`src/rtl/axi_burst_write_slave_if.sv`:
```
// AXI3-style write channel bundle (AW, W, B) between a burst master and
// axi_burst_write_slave. Signal names follow the AXI channel naming.
interface axi_burst_write_slave_if #(
   parameter int DATA_W = 32,
   parameter int ADDR_W = 32,
   parameter int ID_W   = 4
) ();

   // Write-address channel
   logic [ID_W-1:0]     AWID;
   logic [ADDR_W-1:0]   AWADDR;
   logic [3:0]          AWLEN;
   logic [2:0]          AWSIZE;
   logic [1:0]          AWBURST;
   logic                AWVALID;
   logic                AWREADY;

   // Write-data channel
   logic [ID_W-1:0]     WID;
   logic [DATA_W-1:0]   WDATA;
   logic [DATA_W/8-1:0] WSTRB;
   logic                WLAST;
   logic                WVALID;
   logic                WREADY;

   // Write-response channel
   logic [ID_W-1:0]     BID;
   logic [1:0]          BRESP;
   logic                BVALID;
   logic                BREADY;

   modport master (
      output AWID, AWADDR, AWLEN, AWSIZE, AWBURST, AWVALID,
      input  AWREADY,
      output WID, WDATA, WSTRB, WLAST, WVALID,
      input  WREADY,
      input  BID, BRESP, BVALID,
      output BREADY
   );

   modport slave (
      input  AWID, AWADDR, AWLEN, AWSIZE, AWBURST, AWVALID,
      output AWREADY,
      input  WID, WDATA, WSTRB, WLAST, WVALID,
      output WREADY,
      output BID, BRESP, BVALID,
      input  BREADY
   );

endinterface

```
`src/rtl/axi_burst_write_slave.sv`:
```
// AXI burst write slave: accepts one write burst at a time, forwards each
// accepted beat to a simple device port one cycle later, and returns a single
// B response (OKAY or SLVERR) once the beat counter reaches AWLEN.
//
// Build option: define AXI_WSLV_WRAP_EN to support WRAP bursts. Without it a
// WRAP burst is accepted but flagged SLVERR and never written to the device.
module axi_burst_write_slave #(
   parameter int DATA_W = 32,   // 32, 64 or 128
   parameter int ADDR_W = 32,
   parameter int ID_W   = 4
) (
   input  logic                    ACLK,
   input  logic                    ARESET,
   axi_burst_write_slave_if.slave  axi,
   output logic                    dev_wen,
   output logic [ADDR_W-1:0]       dev_addr,
   output logic [DATA_W-1:0]       dev_wdata,
   output logic [DATA_W/8-1:0]     dev_wstrb,
   input  logic                    dev_ready
);

   localparam int STRB_W = DATA_W / 8;

   // Largest legal AWSIZE: one beat may not exceed the data bus width.
   localparam logic [2:0] MAX_SIZE = 3'($clog2(STRB_W));

   localparam logic [ADDR_W-1:0] ONE_A  = {{(ADDR_W-1){1'b0}}, 1'b1};
   localparam logic [ADDR_W-1:0] ZERO_A = {ADDR_W{1'b0}};

   localparam logic [1:0] BURST_FIXED = 2'b00;
   localparam logic [1:0] BURST_INCR  = 2'b01;
   localparam logic [1:0] BURST_WRAP  = 2'b10;

   localparam logic [1:0] RESP_OKAY   = 2'b00;
   localparam logic [1:0] RESP_SLVERR = 2'b10;

   typedef enum logic [1:0] {
      IDLE = 2'b00,
      DATA = 2'b01,
      RESP = 2'b10
   } state_t;

   // Configuration error for a new burst: oversized beats, the reserved burst
   // type, or a WRAP burst that is illegal (or unsupported in this build).
   function automatic logic aw_cfg_error(input logic [2:0] size,
                                         input logic [1:0] burst,
                                         input logic       wrap_bad);
      logic err;
      err = (size > MAX_SIZE);
      case (burst)
         BURST_FIXED: err = err;
         BURST_INCR:  err = err;
         BURST_WRAP:  err = err | wrap_bad;
         default:     err = 1'b1;
      endcase
      return err;
   endfunction

   // ------------------------------------------------------------------
   // State and burst context
   // ------------------------------------------------------------------
   state_t              state_r;
   state_t              state_s;

   logic [ID_W-1:0]     id_r;
   logic [ADDR_W-1:0]   addr_r;
   logic [3:0]          len_r;
   logic [2:0]          size_r;
   logic [1:0]          burst_r;
   logic [3:0]          cnt_r;
   logic                err_r;       // sticky per-beat protocol error
   logic                cfg_err_r;   // burst-wide error: no device writes

   logic                awready_r;
   logic                bvalid_r;
   logic [1:0]          bresp_r;
   logic [ID_W-1:0]     bid_r;

   logic                dev_wen_r;
   logic [ADDR_W-1:0]   dev_addr_r;
   logic [DATA_W-1:0]   dev_wdata_r;
   logic [STRB_W-1:0]   dev_wstrb_r;

   // Handshake and decode terms
   logic                aw_hs_s;
   logic                wready_s;
   logic                beat_s;
   logic                last_s;
   logic                beat_err_s;
   logic                wrap_bad_s;

   // Address sequencing
   logic [ADDR_W-1:0]   size_bytes_s;
   logic [ADDR_W-1:0]   aligned_s;
   logic [ADDR_W-1:0]   incr_s;
   logic [ADDR_W-1:0]   addr_next_s;
`ifdef AXI_WSLV_WRAP_EN
   logic [ADDR_W-1:0]   wrap_bytes_s;
   logic [ADDR_W-1:0]   wrap_mask_s;
   logic [ADDR_W-1:0]   wrap_s;
   logic [ADDR_W-1:0]   aw_size_mask_s;
`endif

   // Legality of an incoming WRAP burst: power-of-two length of 2..16 beats
   // and a start address aligned to the beat size.
`ifdef AXI_WSLV_WRAP_EN
   always_comb begin
      aw_size_mask_s = (ONE_A << axi.AWSIZE) - ONE_A;
      wrap_bad_s     = 1'b0;
      if (!((axi.AWLEN == 4'd1) || (axi.AWLEN == 4'd3) ||
            (axi.AWLEN == 4'd7) || (axi.AWLEN == 4'd15))) begin
         wrap_bad_s = 1'b1;
      end else if ((axi.AWADDR & aw_size_mask_s) != ZERO_A) begin
         wrap_bad_s = 1'b1;
      end else begin
         wrap_bad_s = 1'b0;
      end
   end
`else
   // WRAP bursts are not supported in this build and always flag an error.
   always_comb begin
      wrap_bad_s = 1'b1;
   end
`endif

   // Next-state logic and handshake decode for the IDLE/DATA/RESP machine.
   always_comb begin
      state_s    = state_r;
      aw_hs_s    = 1'b0;
      wready_s   = 1'b0;
      beat_s     = 1'b0;
      last_s     = (cnt_r == len_r);
      beat_err_s = (axi.WLAST != last_s) || (axi.WID != id_r);
      case (state_r)
         IDLE: begin
            aw_hs_s = axi.AWVALID && awready_r;
            if (aw_hs_s) begin
               state_s = DATA;
            end else begin
               state_s = IDLE;
            end
         end
         DATA: begin
            wready_s = dev_ready;
            beat_s   = axi.WVALID && dev_ready;
            // Only the beat counter ends the burst; WLAST merely checks it.
            if (beat_s && last_s) begin
               state_s = RESP;
            end else begin
               state_s = DATA;
            end
         end
         RESP: begin
            if (bvalid_r && axi.BREADY) begin
               state_s = IDLE;
            end else begin
               state_s = RESP;
            end
         end
         default: begin
            state_s = IDLE;
         end
      endcase
   end

   // Address of the following beat for the latched burst type.
   always_comb begin
      size_bytes_s = ONE_A << size_r;
      aligned_s    = addr_r & ~(size_bytes_s - ONE_A);
      incr_s       = aligned_s + size_bytes_s;
`ifdef AXI_WSLV_WRAP_EN
      wrap_bytes_s = size_bytes_s * ({{(ADDR_W-4){1'b0}}, len_r} + ONE_A);
      wrap_mask_s  = wrap_bytes_s - ONE_A;
      wrap_s       = (addr_r & ~wrap_mask_s) | (incr_s & wrap_mask_s);
`endif
      case (burst_r)
         BURST_INCR:  addr_next_s = incr_s;
`ifdef AXI_WSLV_WRAP_EN
         BURST_WRAP:  addr_next_s = wrap_s;
`endif
         default:     addr_next_s = addr_r;
      endcase
   end

   // FSM state register.
   always_ff @(posedge ACLK or posedge ARESET) begin
      if (ARESET) begin
         state_r <= IDLE;
      end else begin
         state_r <= state_s;
      end
   end

   // Burst context: latched on the AW handshake, advanced on each beat.
   always_ff @(posedge ACLK or posedge ARESET) begin
      if (ARESET) begin
         id_r      <= {ID_W{1'b0}};
         addr_r    <= ZERO_A;
         len_r     <= 4'd0;
         size_r    <= 3'd0;
         burst_r   <= 2'b00;
         cnt_r     <= 4'd0;
         err_r     <= 1'b0;
         cfg_err_r <= 1'b0;
      end else if (aw_hs_s) begin
         id_r      <= axi.AWID;
         addr_r    <= axi.AWADDR;
         len_r     <= axi.AWLEN;
         size_r    <= axi.AWSIZE;
         burst_r   <= axi.AWBURST;
         cnt_r     <= 4'd0;
         err_r     <= 1'b0;
         cfg_err_r <= aw_cfg_error(axi.AWSIZE, axi.AWBURST, wrap_bad_s);
      end else if (beat_s) begin
         addr_r    <= addr_next_s;
         cnt_r     <= cnt_r + 4'd1;
         err_r     <= err_r | beat_err_s;
      end else begin
         cnt_r     <= cnt_r;
         err_r     <= err_r;
      end
   end

   // Registered AW ready and B channel; the response is frozen on the last beat
   // and held until the master takes it.
   always_ff @(posedge ACLK or posedge ARESET) begin
      if (ARESET) begin
         awready_r <= 1'b0;
         bvalid_r  <= 1'b0;
         bresp_r   <= RESP_OKAY;
         bid_r     <= {ID_W{1'b0}};
      end else begin
         awready_r <= (state_s == IDLE);
         bvalid_r  <= (state_s == RESP);
         if (beat_s && last_s) begin
            bresp_r <= (err_r || beat_err_s || cfg_err_r) ? RESP_SLVERR : RESP_OKAY;
            bid_r   <= id_r;
         end else begin
            bresp_r <= bresp_r;
            bid_r   <= bid_r;
         end
      end
   end

   // Device write port: one-cycle registered copy of each accepted beat,
   // suppressed entirely for bursts with a configuration error.
   always_ff @(posedge ACLK or posedge ARESET) begin
      if (ARESET) begin
         dev_wen_r   <= 1'b0;
         dev_addr_r  <= ZERO_A;
         dev_wdata_r <= {DATA_W{1'b0}};
         dev_wstrb_r <= {STRB_W{1'b0}};
      end else if (beat_s && !cfg_err_r) begin
         dev_wen_r   <= 1'b1;
         dev_addr_r  <= addr_r;
         dev_wdata_r <= axi.WDATA;
         dev_wstrb_r <= axi.WSTRB;
      end else begin
         dev_wen_r   <= 1'b0;
      end
   end

   assign axi.AWREADY = awready_r;
   assign axi.WREADY  = wready_s;
   assign axi.BVALID  = bvalid_r;
   assign axi.BRESP   = bresp_r;
   assign axi.BID     = bid_r;

   assign dev_wen     = dev_wen_r;
   assign dev_addr    = dev_addr_r;
   assign dev_wdata   = dev_wdata_r;
   assign dev_wstrb   = dev_wstrb_r;

endmodule
```
`src/flat_wrapper.sv`:
```
// flat-port wrapper written by rule: the top's interface ports become plain ports
module axi_burst_write_slave_flat 
#(
   parameter int DATA_W = 32,                   
   parameter int ADDR_W = 32,
   parameter int ID_W   = 4
)
  (ACLK, ARESET, dev_wen, dev_addr, dev_wdata, dev_wstrb, dev_ready, axi_AWID, axi_AWADDR, axi_AWLEN, axi_AWSIZE, axi_AWBURST, axi_AWVALID, axi_AWREADY, axi_WID, axi_WDATA, axi_WSTRB, axi_WLAST, axi_WVALID, axi_WREADY, axi_BID, axi_BRESP, axi_BVALID, axi_BREADY);
  axi_burst_write_slave_if #(.DATA_W(DATA_W), .ADDR_W(ADDR_W), .ID_W(ID_W)) axi_i ();
  input  logic ACLK;
  input  logic ARESET;
  output logic dev_wen;
  output logic [ADDR_W-1:0] dev_addr;
  output logic [DATA_W-1:0] dev_wdata;
  output logic [DATA_W/8-1:0] dev_wstrb;
  input  logic dev_ready;
  input wire logic [$bits(axi_i.AWID)-1:0] axi_AWID;
  input wire logic [$bits(axi_i.AWADDR)-1:0] axi_AWADDR;
  input wire logic [$bits(axi_i.AWLEN)-1:0] axi_AWLEN;
  input wire logic [$bits(axi_i.AWSIZE)-1:0] axi_AWSIZE;
  input wire logic [$bits(axi_i.AWBURST)-1:0] axi_AWBURST;
  input wire logic [$bits(axi_i.AWVALID)-1:0] axi_AWVALID;
  output wire logic [$bits(axi_i.AWREADY)-1:0] axi_AWREADY;
  input wire logic [$bits(axi_i.WID)-1:0] axi_WID;
  input wire logic [$bits(axi_i.WDATA)-1:0] axi_WDATA;
  input wire logic [$bits(axi_i.WSTRB)-1:0] axi_WSTRB;
  input wire logic [$bits(axi_i.WLAST)-1:0] axi_WLAST;
  input wire logic [$bits(axi_i.WVALID)-1:0] axi_WVALID;
  output wire logic [$bits(axi_i.WREADY)-1:0] axi_WREADY;
  output wire logic [$bits(axi_i.BID)-1:0] axi_BID;
  output wire logic [$bits(axi_i.BRESP)-1:0] axi_BRESP;
  output wire logic [$bits(axi_i.BVALID)-1:0] axi_BVALID;
  input wire logic [$bits(axi_i.BREADY)-1:0] axi_BREADY;
  assign axi_i.AWID = axi_AWID;
  assign axi_i.AWADDR = axi_AWADDR;
  assign axi_i.AWLEN = axi_AWLEN;
  assign axi_i.AWSIZE = axi_AWSIZE;
  assign axi_i.AWBURST = axi_AWBURST;
  assign axi_i.AWVALID = axi_AWVALID;
  assign axi_AWREADY = axi_i.AWREADY;
  assign axi_i.WID = axi_WID;
  assign axi_i.WDATA = axi_WDATA;
  assign axi_i.WSTRB = axi_WSTRB;
  assign axi_i.WLAST = axi_WLAST;
  assign axi_i.WVALID = axi_WVALID;
  assign axi_WREADY = axi_i.WREADY;
  assign axi_BID = axi_i.BID;
  assign axi_BRESP = axi_i.BRESP;
  assign axi_BVALID = axi_i.BVALID;
  assign axi_i.BREADY = axi_BREADY;
  axi_burst_write_slave #(.DATA_W(DATA_W), .ADDR_W(ADDR_W), .ID_W(ID_W)) u_core (.ACLK(ACLK), .ARESET(ARESET), .axi(axi_i), .dev_wen(dev_wen), .dev_addr(dev_addr), .dev_wdata(dev_wdata), .dev_wstrb(dev_wstrb), .dev_ready(dev_ready));
endmodule
```
`config.mk`:
```
export PLATFORM = sky130hd
export DESIGN_NAME = axi_burst_write_slave_flat
export DESIGN_NICKNAME = d
export VERILOG_FILES = /design/src/rtl/axi_burst_write_slave_if.sv /design/src/rtl/axi_burst_write_slave.sv /design/src/flat_wrapper.sv
export SDC_FILE = /design/constraint.sdc
export NUM_CORES = 1
export LEC_CHECK = 0
export BUFFER_PORTS_ARGS = -buffer_cell sky130_fd_sc_hd__buf_2
export CAP_MARGIN = 40
export CELL_PAD_IN_SITES_DETAIL_PLACEMENT = 1
export CELL_PAD_IN_SITES_GLOBAL_PLACEMENT = 1
export CORE_AREA = 2 2 157 97
export DETAILED_ROUTE_END_ITERATION = 7
export DIE_AREA = 0 0 159 99
export GPL_ROUTABILITY_DRIVEN = 0
export GPL_TIMING_DRIVEN = 0
export PLACE_DENSITY_LB_ADDON = 0.2
export SYNTH_ARGS = -nofsm -noshare
export SYNTH_HDL_FRONTEND = slang
export SYNTH_SLANG_ARGS = --single-unit
```
`constraint.sdc`:
```
create_clock -name ACLK -period 6.4 [get_ports ACLK]
set_clock_uncertainty 0.2 [all_clocks]
set_input_delay 0.32 -clock ACLK [delete_from_list [all_inputs] [get_ports ACLK]]
set_output_delay 0.32 -clock ACLK [all_outputs]
set_load 0.02 [all_outputs]
```
; Yosys cells after proc, flatten, opt, wreduce, memory -nomap -nowiden
; Cells that the tools add are included.
[classes]
n_addsub = 3
order_cmp = 1
eq_ne = 8
shifts = 1
mux = 17
n_bitwise = 3
n_reduce_logical = 17
[op_table]
columns = op, count
row1 = $mux W32, 3
row2 = $add A32 B32 Y32, 1
row3 = $and A32 B32 Y32, 1
row4 = $not A32 Y32, 1
row5 = $shl A1 B3 Y32 const A, 1
row6 = $sub A32 B1 Y32 const B, 1
row7 = $mux W1, 8
row8 = $mux W4, 2
row9 = $eq A2 B1 Y1 const B, 3
row10 = $logic_and A1 B1 Y1, 6
row11 = $logic_not A2 Y1, 3
row12 = $mux W2, 3
row13 = $pmux W2 S3, 1
row14 = $add A4 B1 Y4 const B, 1
row15 = $eq A2 B2 Y1 const B, 2
row16 = $eq A4 B4 Y1, 1
row17 = $ne A4 B4 Y1, 1
row18 = $reduce_bool A2 Y1, 2
row19 = $gt A3 B2 Y1 const B, 1
row20 = $logic_or A1 B1 Y1, 3
row21 = $reduce_and A2 Y1, 1
row22 = $reduce_or A2 Y1, 1
row23 = $logic_not A1 Y1, 1
row24 = $ne A1 B1 Y1, 1
row25 = $or A1 B1 Y1, 1
[word_totals]
register_bits = 130
input_bits = 92
output_inout_bits = 78
wordCells = 67

; Depth between registers and ports, before layout
; Gate-level depths: netlist (run 1).
[depth]
word_depth = 8
ltp_mapped = 14
ltp_nobuf = 12

; Least setup slack after synthesis (run 1)
; OpenSTA, ideal clock, no wires.
[synth_timing]
path_kind = register to register
startpoint = register u_core.size_r[2]
endpoint = register u_core.addr_r[20]
setup_ns = 0.065
t_arrival_ns = 2.712
t_required_ns = 6.135
slack_ns = 3.423
path_stages_with_launch = 15
n_path_buf = 2
period_less_slack_ns = 2.977
path_cell_list = dfrtp_1 -> buf_2 -> nand2_1 -> nor2_1 -> inv_1 -> ha_1 -> and2_1 -> ha_1 -> nand2_1 -> nor4_2 -> nor3b_2 -> buf_6 -> a211oi_2 -> mux2i_1 -> o21a_1
[synth_via]
elab_chain_cells = 8
[synth_rtl]
columns = element, line_no
row1 = from (decl), axi_burst_write_slave.sv:68  ; logic [2:0] size_r;
row2 = from (signal assigned), axi_burst_write_slave.sv:209  ; size_r <= axi.AWSIZE;
row3 = $shl A1 B3 Y32 *, axi_burst_write_slave.sv:168  ; size_bytes_s = ONE_A << size_r;
row4 = $sub A32 B1 Y32, axi_burst_write_slave.sv:169  ; aligned_s = addr_r & ~(size_bytes_s - ONE_A);
row5 = $not A32 Y32, axi_burst_write_slave.sv:169
row6 = $and A32 B32 Y32, axi_burst_write_slave.sv:169
row7 = $add A32 B32 Y32 *, axi_burst_write_slave.sv:170  ; incr_s = aligned_s + size_bytes_s;
row8 = $mux W32 *, axi_burst_write_slave.sv:176  ; case (burst_r)
row9 = $mux W32 *, axi_burst_write_slave.sv:214  ; end else if (beat_s) begin
row10 = $mux W32 *, axi_burst_write_slave.sv:205  ; end else if (aw_hs_s) begin
row11 = to (signal assigned), axi_burst_write_slave.sv:207  ; addr_r <= axi.AWADDR;
row12 = to (signal assigned), axi_burst_write_slave.sv:215  ; addr_r <= addr_next_s;
row13 = to (decl), axi_burst_write_slave.sv:66  ; logic [ADDR_W-1:0] addr_r;
; Every way passes the cells marked *; elsewhere a longest branch is shown, timed or not. The select of a mux whose other input is x is not followed.
; A chain may end at the register's enable or synchronous reset.

; Worst setup path after layout (run 1)
; Ends and elaborated chain as after synthesis.

==> results.rst, run 1 <==
.. list-table::
   :header-rows: 1

   * - Metric
     - Value
   * - Flip-flop and latch area
     - 3228 um^2
   * - Number of diodes
     - 0
   * - Hold/Removal Path Class
     - input pin to register
   * - Multiplexer area fraction after synthesis
     - 13.63%
   * - Fmax
     - 282.0 MHz
   * - Share of the yosys chip area belonging to registers
     - 52.08%
   * - Total leakage power
     - 4.025 nW
   * - Critical Setup Path Class
     - register to register
   * - Number of storage elements in the synthesis netlist
     - 129
   * - Count of buffers inserted at the top-level ports
     - 168
   * - WL/cell
     - 19.86 um
   * - Antenna violations before repair
     - 0
   * - Buffers plus inverters on the worst setup path
     - 3
   * - Average vias per placed instance
     - 5.265
   * - Critical path peak fanout
     - 10
   * - Actual transition at the worst max-transition pin
     - 0.7701 ns
   * - Top-level I/O count
     - 170
   * - Status
     - finished, final reports clean
   * - Synth Area in Simple Gates
     - 13.52%
   * - P_int
     - 2.435 mW
   * - Final layout net count
     - 916
   * - Area used by multi-input combinational logic
     - 2764 um^2
   * - Count of synthesis-stage warnings from yosys
     - 0
   * - Power density of the placed cells
     - 470.8 nW/um^2
   * - CTS tree
     - done
   * - Root Driver
     - clkbuf_16
   * - Total Negative Setup Slacks
     - 0 ns
   * - # fillers
     - 1602
   * - Initial Util
     - 43.36%
   * - Required time worst endpoint
     - 6.55 ns
   * - Critical Path Start Type
     - register
   * - Syn Std Cell Area
     - 6198 um^2
   * - Die Ht
     - 99 um
   * - Detailed Route Iter0 Violations
     - 266
   * - Slowest cell on crit path
     - dfrtp_1
   * - Final Power
     - 4.095 mW
   * - Compound-Gate Fraction of Synth Area
     - 11.43%
   * - Number of flops mapped to enable cells by yosys
     - 0
   * - Post-CTS setup buffer count
     - 0
   * - Area of the core region
     - 14290 um^2
   * - Met2 routed WL
     - 9.662 mm
   * - Buffer depth of the longest clock path
     - 2
   * - Critical path capture point type
     - register
   * - Predominant post-synthesis flop cell
     - dfrtp_1
   * - Min cycle time layout
     - 3.546 ns
   * - Inserted Clock Buffers
     - 17
   * - XOR/XNOR Fraction of Synth Area
     - 4.945%
   * - Fin crit share
     - 55.40%
   * - RSZ-0062 raised after global routing
     - false
   * - Post-synthesis cell count
     - 550
   * - Wire length of the first global-routing pass
     - 33.42 mm
   * - Clock slew seen by the registers of the worst setup and hold paths
     - 0.06 ns
   * - Switching Share
     - 40.54%
   * - Cell family with most CP delay
     - simple AND/OR/NAND/NOR gates
   * - Combinational group share of total power
     - 39.9%
   * - DRT Wirelength
     - 20.44 mm
   * - Total placed instance area
     - 7320 um^2
   * - Highest ir drop seen on vdd
     - 0.0002251 V
   * - Max Cap Violations
     - 0
   * - Number of H-tree levels
     - 4
   * - DRC violations left
     - 0
   * - Count of unique library cells instantiated by Yosys
     - 65
   * - Headroom to the max-slew limit
     - 48.66%
   * - Total of endpoints with negative setup slack in the final report
     - 0
   * - Die X
     - 159 um
   * - Routed metal-1 wirelength
     - 9.428 mm
   * - Largest family of logic cells by synthesized area
     - multiplexers
   * - Final core utilization
     - 60.85%
   * - Vias in the first global route
     - 6018
   * - Die outline area
     - 15740 um^2
   * - Share of total power in sequential cells
     - 37.1%
   * - Quantity of gates resized following cts
     - 0
   * - Clock share of power
     - 23.1%
   * - Synth async-reset ratio
     - 100.0%
   * - Reported net switching power
     - 1.660 mW
   * - Largest incremental delay on the critical path
     - 0.40 ns
   * - Most common cell after layout, fill and taps aside
     - buf_2
   * - Grt total ovfl
     - 0
   * - Post-DP HPWL
     - 13.30 mm
   * - Number of endpoints with negative hold slack in the final report
     - 0
   * - Cell breakdown of the critical path
     - buf_2 > nand2_1 > nor2_1 > inv_1 > ha_1 > and2_1 > ha_1 > nand2_1 > nor4_2 > nor3b_2 > buf_6 > a211oi_2 > mux2i_1 > o21a_1
   * - Per-instance average area after synthesis
     - 11.27 um^2
   * - Clk_lat worst skew
     - 0.41 ns
   * - Data arrival, critical path
     - 3.70 ns
   * - Final-report max-slew violation count
     - 0
   * - Number of buffers inserted by hold repair at cts
     - 81
   * - Area delta synth->final
     - 40.33%
   * - Proportion of layout cells with a drive suffix above 1
     - 38.27%
   * - Number of placement rows
     - 34
   * - Highest metal layer with signal wires
     - met4
   * - Post-Synth Adder-Cell Area
     - 1.009%
   * - Layout Cell Area excl Fill
     - 8698 um^2
   * - Total global-route track usage
     - 27.21%
   * - Routed wl met3
     - 1.105 mm
   * - First drt pass iteration count
     - 5
   * - Leading cell types in the layout, fill and taps excluded
     - 177 x buf_2, 129 x dfrtp_1, 81 x dlygate4sd3_1
   * - Vias after detailed routing
     - 5418
   * - Net count of the mapped netlist
     - 647
   * - Pin count of the biggest net entering global routing
     - 83
   * - ANT nets after route
     - 0
   * - Number of clock sinks
     - 129
[synthesized netlist by cell type (all sizes together), types with 2 or more instances]
cell type,count,share of area [%]
mux2i,3,0.54
a211o,2,0.28
nand3,11,0.97
nor3,8,0.91
nor4,4,0.61
nor2,28,1.7
o211ai,4,0.73
nand4b,2,0.52
or2,3,0.34
nor2b,2,0.20
nand4,7,0.71
mux2,72,13
xnor2,22,3.1
dfrtp,129,52
and4,3,0.42
a2111oi,2,0.28
clkbuf,15,0.91
nor3b,3,0.52
and2,3,0.30
xor2,13,1.8
o21ai,37,3.0
o21a,3,0.36
o211a,2,0.32
a31o,2,0.28
ha,5,1.0
buf,15,1.6
a31oi,9,0.91
a211oi,11,2.1
inv,13,0.79
o2111ai,4,0.87
and3,7,0.71
a221oi,2,0.48
a21oi,12,0.97
nand2,79,4.8
[final timing paths]
check	start	endpoint	slack, ns	cells past startpoint
setup / recovery	u_core.size_r[2]	u_core.addr_r[20]	2.85	14
setup reg to reg	u_core.size_r[2]	u_core.addr_r[20]	2.85	14
max in group asynchronous	ARESET	u_core.addr_r[14]	4.93	4
hold reg to reg	u_core.dev_addr[3]	u_core.dev_addr[3]	0.30	1
hold / removal	axi_BREADY	u_core.axi.BVALID	0.07	3
min in group asynchronous	ARESET	u_core.dev_addr[26]	0.31	3
[worst reg2reg max path, stage by stage (launching register included)]
cell and delay [ns]:
dfrtp_1 0.40, buf_2 0.26, nand2_1 0.16, nor2_1 0.16, inv_1 0.06, ha_1 0.28, and2_1 0.16, ha_1 0.34
nand2_1 0.16, nor4_2 0.35, nor3b_2 0.12, buf_6 0.17, a211oi_2 0.26, mux2i_1 0.26, o21a_1 0.15
[through the flow]
stage               std cells  hold slack [ns]  setup slack [ns]
floorplan                 550           0.2254             2.439
global placement          916           0.2803             1.048
detailed placement        917           0.1777             2.969
CTS                      1029          0.05523             2.873
global route             1029          0.06673             2.607
finish                   1029          0.06564             2.854
[layer usage]
metal,up-vias,global-route usage (%)
met1,2742,36.74
met3,19,6.145
met5,-,0
met4,0,7.273
met2,177,44.75
li1,2480,-
[cell families after synthesis]
group	after synthesis
fa+ha+maj	5
buf+inv	43
xor+xnor	35
compound gates	96
mux	75
simple gates	166
flops	129
other cells	1
[cell type report]
class	count	area share, %
plain buffers	30	1.812
clock buffers	18	4.934
clock inverters	13	1.597
inverters	13	0.6185
multi-input cells	378	31.78
flip-flops and latches	129	37.11
well taps	198	2.848
repair buffers	250	19.30
[power groups by stage]
stage	Clock [mW]	Sequential, mW	Combinational, mW
floorplan	0	1.72	0.778
global placement	0	1.47	1.49
detailed placement	0	1.51	1.56
CTS	0.957	1.50	1.61
global route	0.999	1.57	1.77
finish	0.945	1.52	1.63
[registers in the layout, summed over array words and instances (netlist names)]
| name | flops |
|---|---|
| u_core.dev_wen | 1 |
| u_core.id_r | 4 |
| u_core.state_r | 2 |
| u_core.axi.BID | 4 |
| u_core.dev_wstrb | 4 |
| u_core.dev_wdata | 32 |
| u_core.axi.BVALID | 1 |
| u_core.burst_r | 2 |
| u_core.addr_r | 32 |
| u_core.size_r | 3 |
| u_core.len_r | 4 |
| u_core.cfg_err_r | 1 |
| u_core.err_r | 1 |
| u_core.cnt_r | 4 |
| u_core.dev_addr | 32 |
| u_core.axi.BRESP | 1 |
| u_core.axi.AWREADY | 1 |
Note: power is estimated with default switching activity, not from simulation.
==> run 2, diff against run 1 <==
Settings changed: CORE_AREA 2 2 157 97 to 2 2 171 106, DIE_AREA 0 0 159 99 to 0 0 173 108.
Clock period 6.4 ns to 2.9 ns, I/O delays scaled along.
==> results.rst, run 2 (synthesis results as in run 1) <==
.. list-table::
   :header-rows: 1

   * - Metric
     - Value
   * - P_int
     - 5.515 mW (was 2.435 mW)
   * - Number of placement rows
     - 37 (was 34)
   * - Slowest cell on crit path
     - dfrtp_2 (was dfrtp_1)
   * - Critical path capture point type
     - register (unchanged)
   * - Final layout net count
     - 938 (was 916)
   * - Headroom to the max-slew limit
     - 50.23% (was 48.66%)
   * - Vias after detailed routing
     - 5499 (was 5418)
   * - Critical path peak fanout
     - 5 (was 10)
   * - Number of cells in the finished layout apart from fillers
     - 1088 (was 1029)
   * - Max Cap Violations
     - 0 (unchanged)
   * - First drt pass iteration count
     - 4 (was 5)
   * - Final-report max-slew violation count
     - 0 (unchanged)
   * - Required time worst endpoint
     - 2.96 ns (was 6.55 ns)
   * - WL/cell
     - 19.32 um (was 19.86 um)
   * - Number of diodes
     - 0 (unchanged)
   * - Total leakage power
     - 4.199 nW (was 4.025 nW)
   * - Vias in the first global route
     - 6034 (was 6018)
   * - Buffer depth of the longest clock path
     - 2 (unchanged)
   * - Area delta synth->final
     - 47.66% (was 40.33%)
   * - DRT Wirelength
     - 21.02 mm (was 20.44 mm)
   * - Switching Share
     - 40.71% (was 40.54%)
   * - Combinational group share of total power
     - 41.9% (was 39.9%)
   * - Number of clock sinks
     - 129 (unchanged)
   * - Total Negative Setup Slacks
     - 0 ns (unchanged)
   * - Proportion of layout cells with a drive suffix above 1
     - 41.33% (was 38.27%)
   * - Largest incremental delay on the critical path
     - 0.41 ns (was 0.40 ns)
   * - Post-DP HPWL
     - 13.87 mm (was 13.30 mm)
   * - ANT nets after route
     - 0 (unchanged)
   * - Hold/Removal Path Class
     - input pin to asynchronous set/reset pin (was input pin to register)
   * - Actual transition at the worst max-transition pin
     - 0.7466 ns (was 0.7701 ns)
   * - Antenna violations before repair
     - 1 (was 0)
   * - Area of the core region
     - 16940 um^2 (was 14290 um^2)
   * - Fin Hold WS
     - 0.03638 ns (was 0.06564 ns)
   * - RSZ-0062 raised after global routing
     - true (was false)
   * - Grt total ovfl
     - 0 (unchanged)
   * - Pin count of the biggest net entering global routing
     - 40 (was 83)
   * - Critical Path Start Type
     - register (unchanged)
   * - Fin crit share
     - 98.98% (was 55.40%)
   * - Clk_lat worst skew
     - 0.41 ns (about the same)
   * - Share of total power in sequential cells
     - 35.8% (was 37.1%)
   * - Clock share of power
     - 22.3% (was 23.1%)
   * - Most common cell after layout, fill and taps aside
     - buf_2 (unchanged)
   * - Cell family with most CP delay
     - simple AND/OR/NAND/NOR gates (unchanged)
   * - Die X
     - 173 um (was 159 um)
   * - Min cycle time layout
     - 2.871 ns (was 3.546 ns)
   * - Total of endpoints with negative setup slack in the final report
     - 0 (unchanged)
   * - Status
     - finished, final reports clean (unchanged)
   * - Inserted Clock Buffers
     - 17 (unchanged)
   * - Highest ir drop seen on vdd
     - 0.0004636 V (was 0.0002251 V)
   * - Buffers plus inverters on the worst setup path
     - 3 (unchanged)
   * - Reported net switching power
     - 3.787 mW (was 1.660 mW)
   * - Fmax
     - 348.4 MHz (was 282.0 MHz)
   * - Leading cell types in the layout, fill and taps excluded
     - 175 x buf_2, 128 x dfrtp_1, 88 x dlygate4sd3_1 (was 177 x buf_2, 129 x dfrtp_1, 81 x dlygate4sd3_1)
   * - Total global-route track usage
     - 23.15% (was 27.21%)
   * - Initial Util
     - 36.58% (was 43.36%)
   * - Number of endpoints with negative hold slack in the final report
     - 0 (unchanged)
   * - Die Ht
     - 108 um (was 99 um)
   * - DRC violations left
     - 0 (unchanged)
   * - Count of buffers inserted at the top-level ports
     - 168 (unchanged)
   * - Top-level I/O count
     - 170 (unchanged)
   * - Power density of the placed cells
     - 1016 nW/um^2 (was 470.8 nW/um^2)
   * - Final core utilization
     - 54.02% (was 60.85%)
   * - Data arrival, critical path
     - 2.93 ns (was 3.70 ns)
   * - Wire length of the first global-routing pass
     - 33.88 mm (was 33.42 mm)
   * - Root Driver
     - clkbuf_16 (unchanged)
   * - CTS tree
     - done (unchanged)
   * - Clock slew seen by the registers of the worst setup and hold paths
     - 0.06 ns (about the same)
   * - Final Power
     - 9.302 mW (was 4.095 mW)
   * - Average vias per placed instance
     - 5.054 (was 5.265)
   * - Placed cell count
     - 956 (was 917)
   * - Detailed Route Iter0 Violations
     - 294 (was 266)
   * - Critical Setup Path Class
     - register to register (unchanged)
   * - Number of H-tree levels
     - 4 (unchanged)
   * - Cell breakdown of the critical path
     - clkinvlp_4 > nor2_4 > inv_1 > ha_1 > and2_4 > ha_4 > nand2_4 > nand4bb_4 > buf_8 > a211oi_4 > xnor2_1 > o21ai_1 (was buf_2 > nand2_1 > nor2_1 > inv_1 > ha_1 > and2_1 > ha_1 > nand2_1 > nor4_2 > nor3b_2 > buf_6 > a211oi_2 > mux2i_1 > o21a_1)
   * - Die outline area
     - 18680 um^2 (was 15740 um^2)
==> run 2: cell types whose count changed in the layout (fill, tap and decap cells not counted), sizes merged <==
cell         delta
inv             +2
clkbuf          +2
dlygate4sd3     +7
clkinv          -1
buf            +14
bufinv          -1
==> run 2: stage by stage <==
stage	setup slack, ns	instance area, um^2
CTS	0.01605	9024
detailed placement	-0.3976	7426
global placement	-0.3128	7338
floorplan	0.01480	6205
finish	0.02946	9153
global route	-0.05664	9153
==> run 2: power groups by stage <==
stage / registers (mW) / logic [mW] / clock network (mW)
CTS: 3.30 / 3.77 / 2.11
detailed placement: 3.32 / 3.45 / 0
global placement: 3.26 / 3.33 / 0
global route: 3.46 / 4.21 / 2.19
floorplan: 3.80 / 1.72 / 0
finish: 3.33 / 3.90 / 2.07
==> run 2: final timing paths <==
| kind | slack [ns] | from | to | cells past startpoint |
|---|---|---|---|---|
| min | 0.04 | ARESET | u_core.dev_wdata[18] | 3 |
| max in group asynchronous | 1.56 | ARESET | u_core.state_r[0] | 6 |
| max reg2reg | 0.03 | u_core.size_r[0] | u_core.addr_r[22] | 12 |
| min reg2reg | 0.30 | u_core.dev_addr[24] | u_core.dev_addr[24] | 1 |
| max | 0.03 | u_core.size_r[0] | u_core.addr_r[22] | 12 |
| min in group ACLK | 0.10 | axi_AWADDR[15] | u_core.addr_r[15] | 5 |
==> run 2: area by class of cell <==
class,instances,area [um^2]
plain buffers,29,173.9
clock buffers,19,442.9
clock inverters,13,126.4
fillers,1869,7791
inverters,13,56.30
multi-input cells,378,2907
flip-flops and latches,129,3229
well taps,234,292.8
repair buffers,273,1924
==> run 2: what timing repair did <==
action | 4_1_cts | 5_1_grt
hold buffers | 88 | 0
endpoints found under the hold margin | 165 | 0
gates cloned | 0 | 1
setup endpoints to repair | 24 | 32
gates resized for setup | 17 | 20
buffers inserted | 8 | 4
pin swaps | 2 | 10
==> run 2: metal layers <==
metal | up-vias | routed length, um | global-route usage, %
met5 | - | 0 | 0
li1 | 2526 | - | -
met4 | 0 | 253 | 5.811
met2 | 164 | 9653 | 36.86
met1 | 2790 | 10040 | 32.62
met3 | 19 | 1075 | 4.641
==> run 2: worst register-to-register path, stage by stage (launching register included) <==
cell        delay [ns]
dfrtp_2           0.41
clkinvlp_4        0.14
nor2_4            0.12
inv_1             0.05
ha_1              0.26
and2_4            0.17
ha_4              0.31
nand2_4           0.09
nand4bb_4         0.28
buf_8             0.20
a211oi_4          0.24
xnor2_1           0.17
o21ai_1           0.10
==> run 3, diff against run 2 <==
Settings changed: CORE_AREA 2 2 171 106 to 2 2 101 177, DIE_AREA 0 0 173 108 to 0 0 103 179.
==> results.rst, run 3 (synthesis results as in run 1) <==
.. list-table::
   :header-rows: 1

   * - Metric
     - Value
   * - Critical path depth in cells
     - 14 (was 12)
   * - Worst setup timing slack at the placement stage
     - -0.3883 ns (was -0.3976 ns)
   * - Detailed Route Iter0 Violations
     - 143 (was 294)
   * - Max Cap Violations
     - 0 (unchanged)
   * - Actual transition at the worst max-transition pin
     - 0.8016 ns (was 0.7466 ns)
   * - Clk_lat worst skew
     - 0.42 ns (was 0.41 ns)
   * - Cell family with most CP delay
     - simple AND/OR/NAND/NOR gates (unchanged)
   * - Min cycle time layout
     - 2.911 ns (was 2.871 ns)
   * - Critical Path Start Type
     - register (unchanged)
   * - Fin crit share
     - 100.4% (was 98.98%)
   * - Vias in the first global route
     - 6071 (was 6034)
   * - Fmax
     - 343.5 MHz (was 348.4 MHz)
   * - Total of endpoints with negative setup slack in the final report
     - 1 (was 0)
   * - Leading cell types in the layout, fill and taps excluded
     - 176 x buf_2, 129 x dfrtp_1, 88 x dlygate4sd3_1 (was 175 x buf_2, 128 x dfrtp_1, 88 x dlygate4sd3_1)
   * - Root Driver
     - clkbuf_16 (unchanged)
   * - Buffer depth of the longest clock path
     - 2 (unchanged)
   * - First drt pass iteration count
     - 4 (unchanged)
   * - DRC violations left
     - 0 (unchanged)
   * - RSZ-0062 raised after global routing
     - true (unchanged)
   * - Most common cell after layout, fill and taps aside
     - buf_2 (unchanged)
   * - Power density of the placed cells
     - 1033 nW/um^2 (was 1016 nW/um^2)
   * - Failing checks
     - setup timing
   * - Critical path peak fanout
     - 5 (unchanged)
   * - Worst reg-to-reg path cell count
     - 14 (was 12)
   * - Die outline area
     - 18440 um^2 (was 18680 um^2)
   * - Number of placement rows
     - 64 (was 37)
   * - Pin count of the biggest net entering global routing
     - 36 (was 40)
   * - Required time worst endpoint
     - 3.06 ns (was 2.96 ns)
   * - Top-level I/O count
     - 170 (unchanged)
   * - Clock slew seen by the registers of the worst setup and hold paths
     - 0.06 ns (about the same)
   * - Dominant cell type by count on the critical path
     - buf_6
   * - Critical R2R Capture
     - u_core.addr_r[20] (was u_core.addr_r[22])
   * - Headroom to the max-slew limit
     - 46.56% (was 50.23%)
   * - Proportion of layout cells with a drive suffix above 1
     - 41.36% (was 41.33%)
   * - DRT Wirelength
     - 20.31 mm (was 21.02 mm)
   * - Critical Setup Path Class
     - register to register (unchanged)
   * - Number of H-tree levels
     - 4 (unchanged)
   * - Post-DP HPWL
     - 13.59 mm (was 13.87 mm)
   * - Total leakage power
     - 4.242 nW (was 4.199 nW)
   * - Crit path capture
     - u_core.addr_r[20] (was u_core.addr_r[22])
   * - Number of diodes
     - 0 (unchanged)
   * - Highest ir drop seen on vdd
     - 0.0004530 V (was 0.0004636 V)
   * - Critical path capture point type
     - register (unchanged)
   * - Final layout net count
     - 940 (was 938)
   * - Hold/Removal Path Class
     - input pin to asynchronous set/reset pin (unchanged)
   * - First element of the critical path
     - u_core.size_r[0] (unchanged)
   * - Inserted Clock Buffers
     - 17 (unchanged)
   * - Status
     - finished with violations (was finished, final reports clean)
   * - Placed cell count
     - 953 (was 956)
   * - ANT nets after route
     - 0 (unchanged)
   * - Cell breakdown of the critical path
     - buf_6 > clkinvlp_4 > nor2_4 > inv_1 > ha_1 > and2_4 > ha_4 > nand2_4 > nor4_4 > nor3b_4 > buf_6 > a211oi_2 > mux2i_1 > o21a_1 (was clkinvlp_4 > nor2_4 > inv_1 > ha_1 > and2_4 > ha_4 > nand2_4 > nand4bb_4 > buf_8 > a211oi_4 > xnor2_1 > o21ai_1)
   * - Number of cells in the finished layout apart from fillers
     - 1087 (was 1088)
   * - Area of the core region
     - 17140 um^2 (was 16940 um^2)
   * - Area delta synth->final
     - 48.93% (was 47.66%)
   * - Data arrival, critical path
     - 3.07 ns (was 2.93 ns)
   * - Average vias per placed instance
     - 5.011 (was 5.054)
   * - Wire length of the first global-routing pass
     - 31.31 mm (was 33.88 mm)
   * - Number of clock sinks
     - 129 (unchanged)
   * - Die X
     - 103 um (was 173 um)
   * - Total global-route track usage
     - 22.43% (was 23.15%)
   * - Min setup slack post-route
     - -0.01138 ns (was 0.02946 ns)
   * - Buffers plus inverters on the worst setup path
     - 4 (was 3)
   * - Startpoint of the worst-slack reg-to-reg timing path
     - u_core.size_r[0] (unchanged)
   * - Largest incremental delay on the critical path
     - 0.39 ns (was 0.41 ns)
   * - Count of buffers inserted at the top-level ports
     - 168 (unchanged)
   * - Worst setup slack for register-to-register paths
     - -0.01 ns (was 0.03 ns)
   * - Final-report max-slew violation count
     - 0 (unchanged)
   * - Antenna violations before repair
     - 0 (was 1)
   * - Number of endpoints with negative hold slack in the final report
     - 0 (unchanged)
   * - Final Power
     - 9.539 mW (was 9.302 mW)
   * - Grt total ovfl
     - 0 (unchanged)
   * - Die Ht
     - 179 um (was 108 um)
   * - Vias after detailed routing
     - 5447 (was 5499)
   * - WL/cell
     - 18.68 um (was 19.32 um)
   * - CTS tree
     - done (unchanged)
   * - Initial Util
     - 36.17% (was 36.58%)
   * - Slowest cell on crit path
     - dfrtp_1 (was dfrtp_2)
run 3: cell types whose count changed in the layout (fill, tap and decap cells not counted), moves of 2 or more:
cell,change
a21oi_1,-4
a21oi_2,+4
bufinv_16,+4
inv_6,-4
buf_4,+2
clkbuf_8,+2
clkinv_4,-2
nor3_1,+2
nor3_2,-2
run 3: per-stage QoR:
| step | hold slack, ns | instance area, um^2 | util [%] | setup TNS, ns |
|---|---|---|---|---|
| global route | 0.1529 | 9231 | 53.87 | -0.7115 |
| global placement | 0.1382 | 7335 | 42.80 | -4.543 |
| finish | 0.1105 | 9231 | 53.87 | -0.01138 |
| detailed placement | -0.003970 | 7415 | 43.27 | -5.448 |
| CTS | 0.09481 | 9081 | 52.99 | 0 |
| floorplan | 0.05044 | 6205 | - | 0 |
run 3: worst min-delay path: cells and delay by family:
family / cells / cell delay [ns]
buffers and inverters: 3 / 1.01
run 3: cell type report:
type | count | area (um^2)
Buffer | 30 | 178.9
Clock buffer | 22 | 474.2
Clock inverter | 10 | 180.2
Fill cell | 1913 | 7905
Inverter | 13 | 56.30
Multi-Input combinational cell | 378 | 2900
Sequential cell | 129 | 3228
Tap cell | 231 | 289.0
Timing Repair Buffer | 274 | 1924
run 3: worst min-delay path by stage:
stage | depth (start not counted) | end | slack [ns] | from
2_1_floorplan | 2 | u_core.burst_r[1] | 0.05 | axi_AWBURST[1]
3_3_place_gp | 3 | u_core.id_r[1] | 0.14 | axi_AWID[1]
3_5_place_dp | 2 | u_core.dev_wdata[23] | -0.004 | ARESET
4_1_cts | 3 | u_core.dev_wdata[23] | 0.09 | ARESET
5_1_grt | 3 | u_core.dev_wdata[23] | 0.15 | ARESET
6_report | 3 | u_core.dev_wdata[23] | 0.11 | ARESET
run 3: what timing repair did:
item	CTS	global route
hold buffers	88	0
buffers inserted	6	6
endpoints found under the hold margin	134	0
setup endpoints to repair	24	23
pin swaps	9	20
gates resized for setup	17	17
cloned	0	2
run 3: layer usage:
layer  vias up  routed length (um)  global-route usage, %
li1       2519                   -                      -
met1      2723                7411                  22.77
met2       167               11440                  42.59
met3        38                 908                  4.678
met4         0                 543                  9.978
met5         -                   0                      0
run 3: power breakdown:
part / leakage (nW) / internal [mW] / total, mW / switching [mW]
Combinational: 2.33 / 1.64 / 3.82 / 2.18
Sequential: 1.60 / 2.64 / 3.31 / 0.675
Clock: 0.316 / 1.59 / 2.41 / 0.820
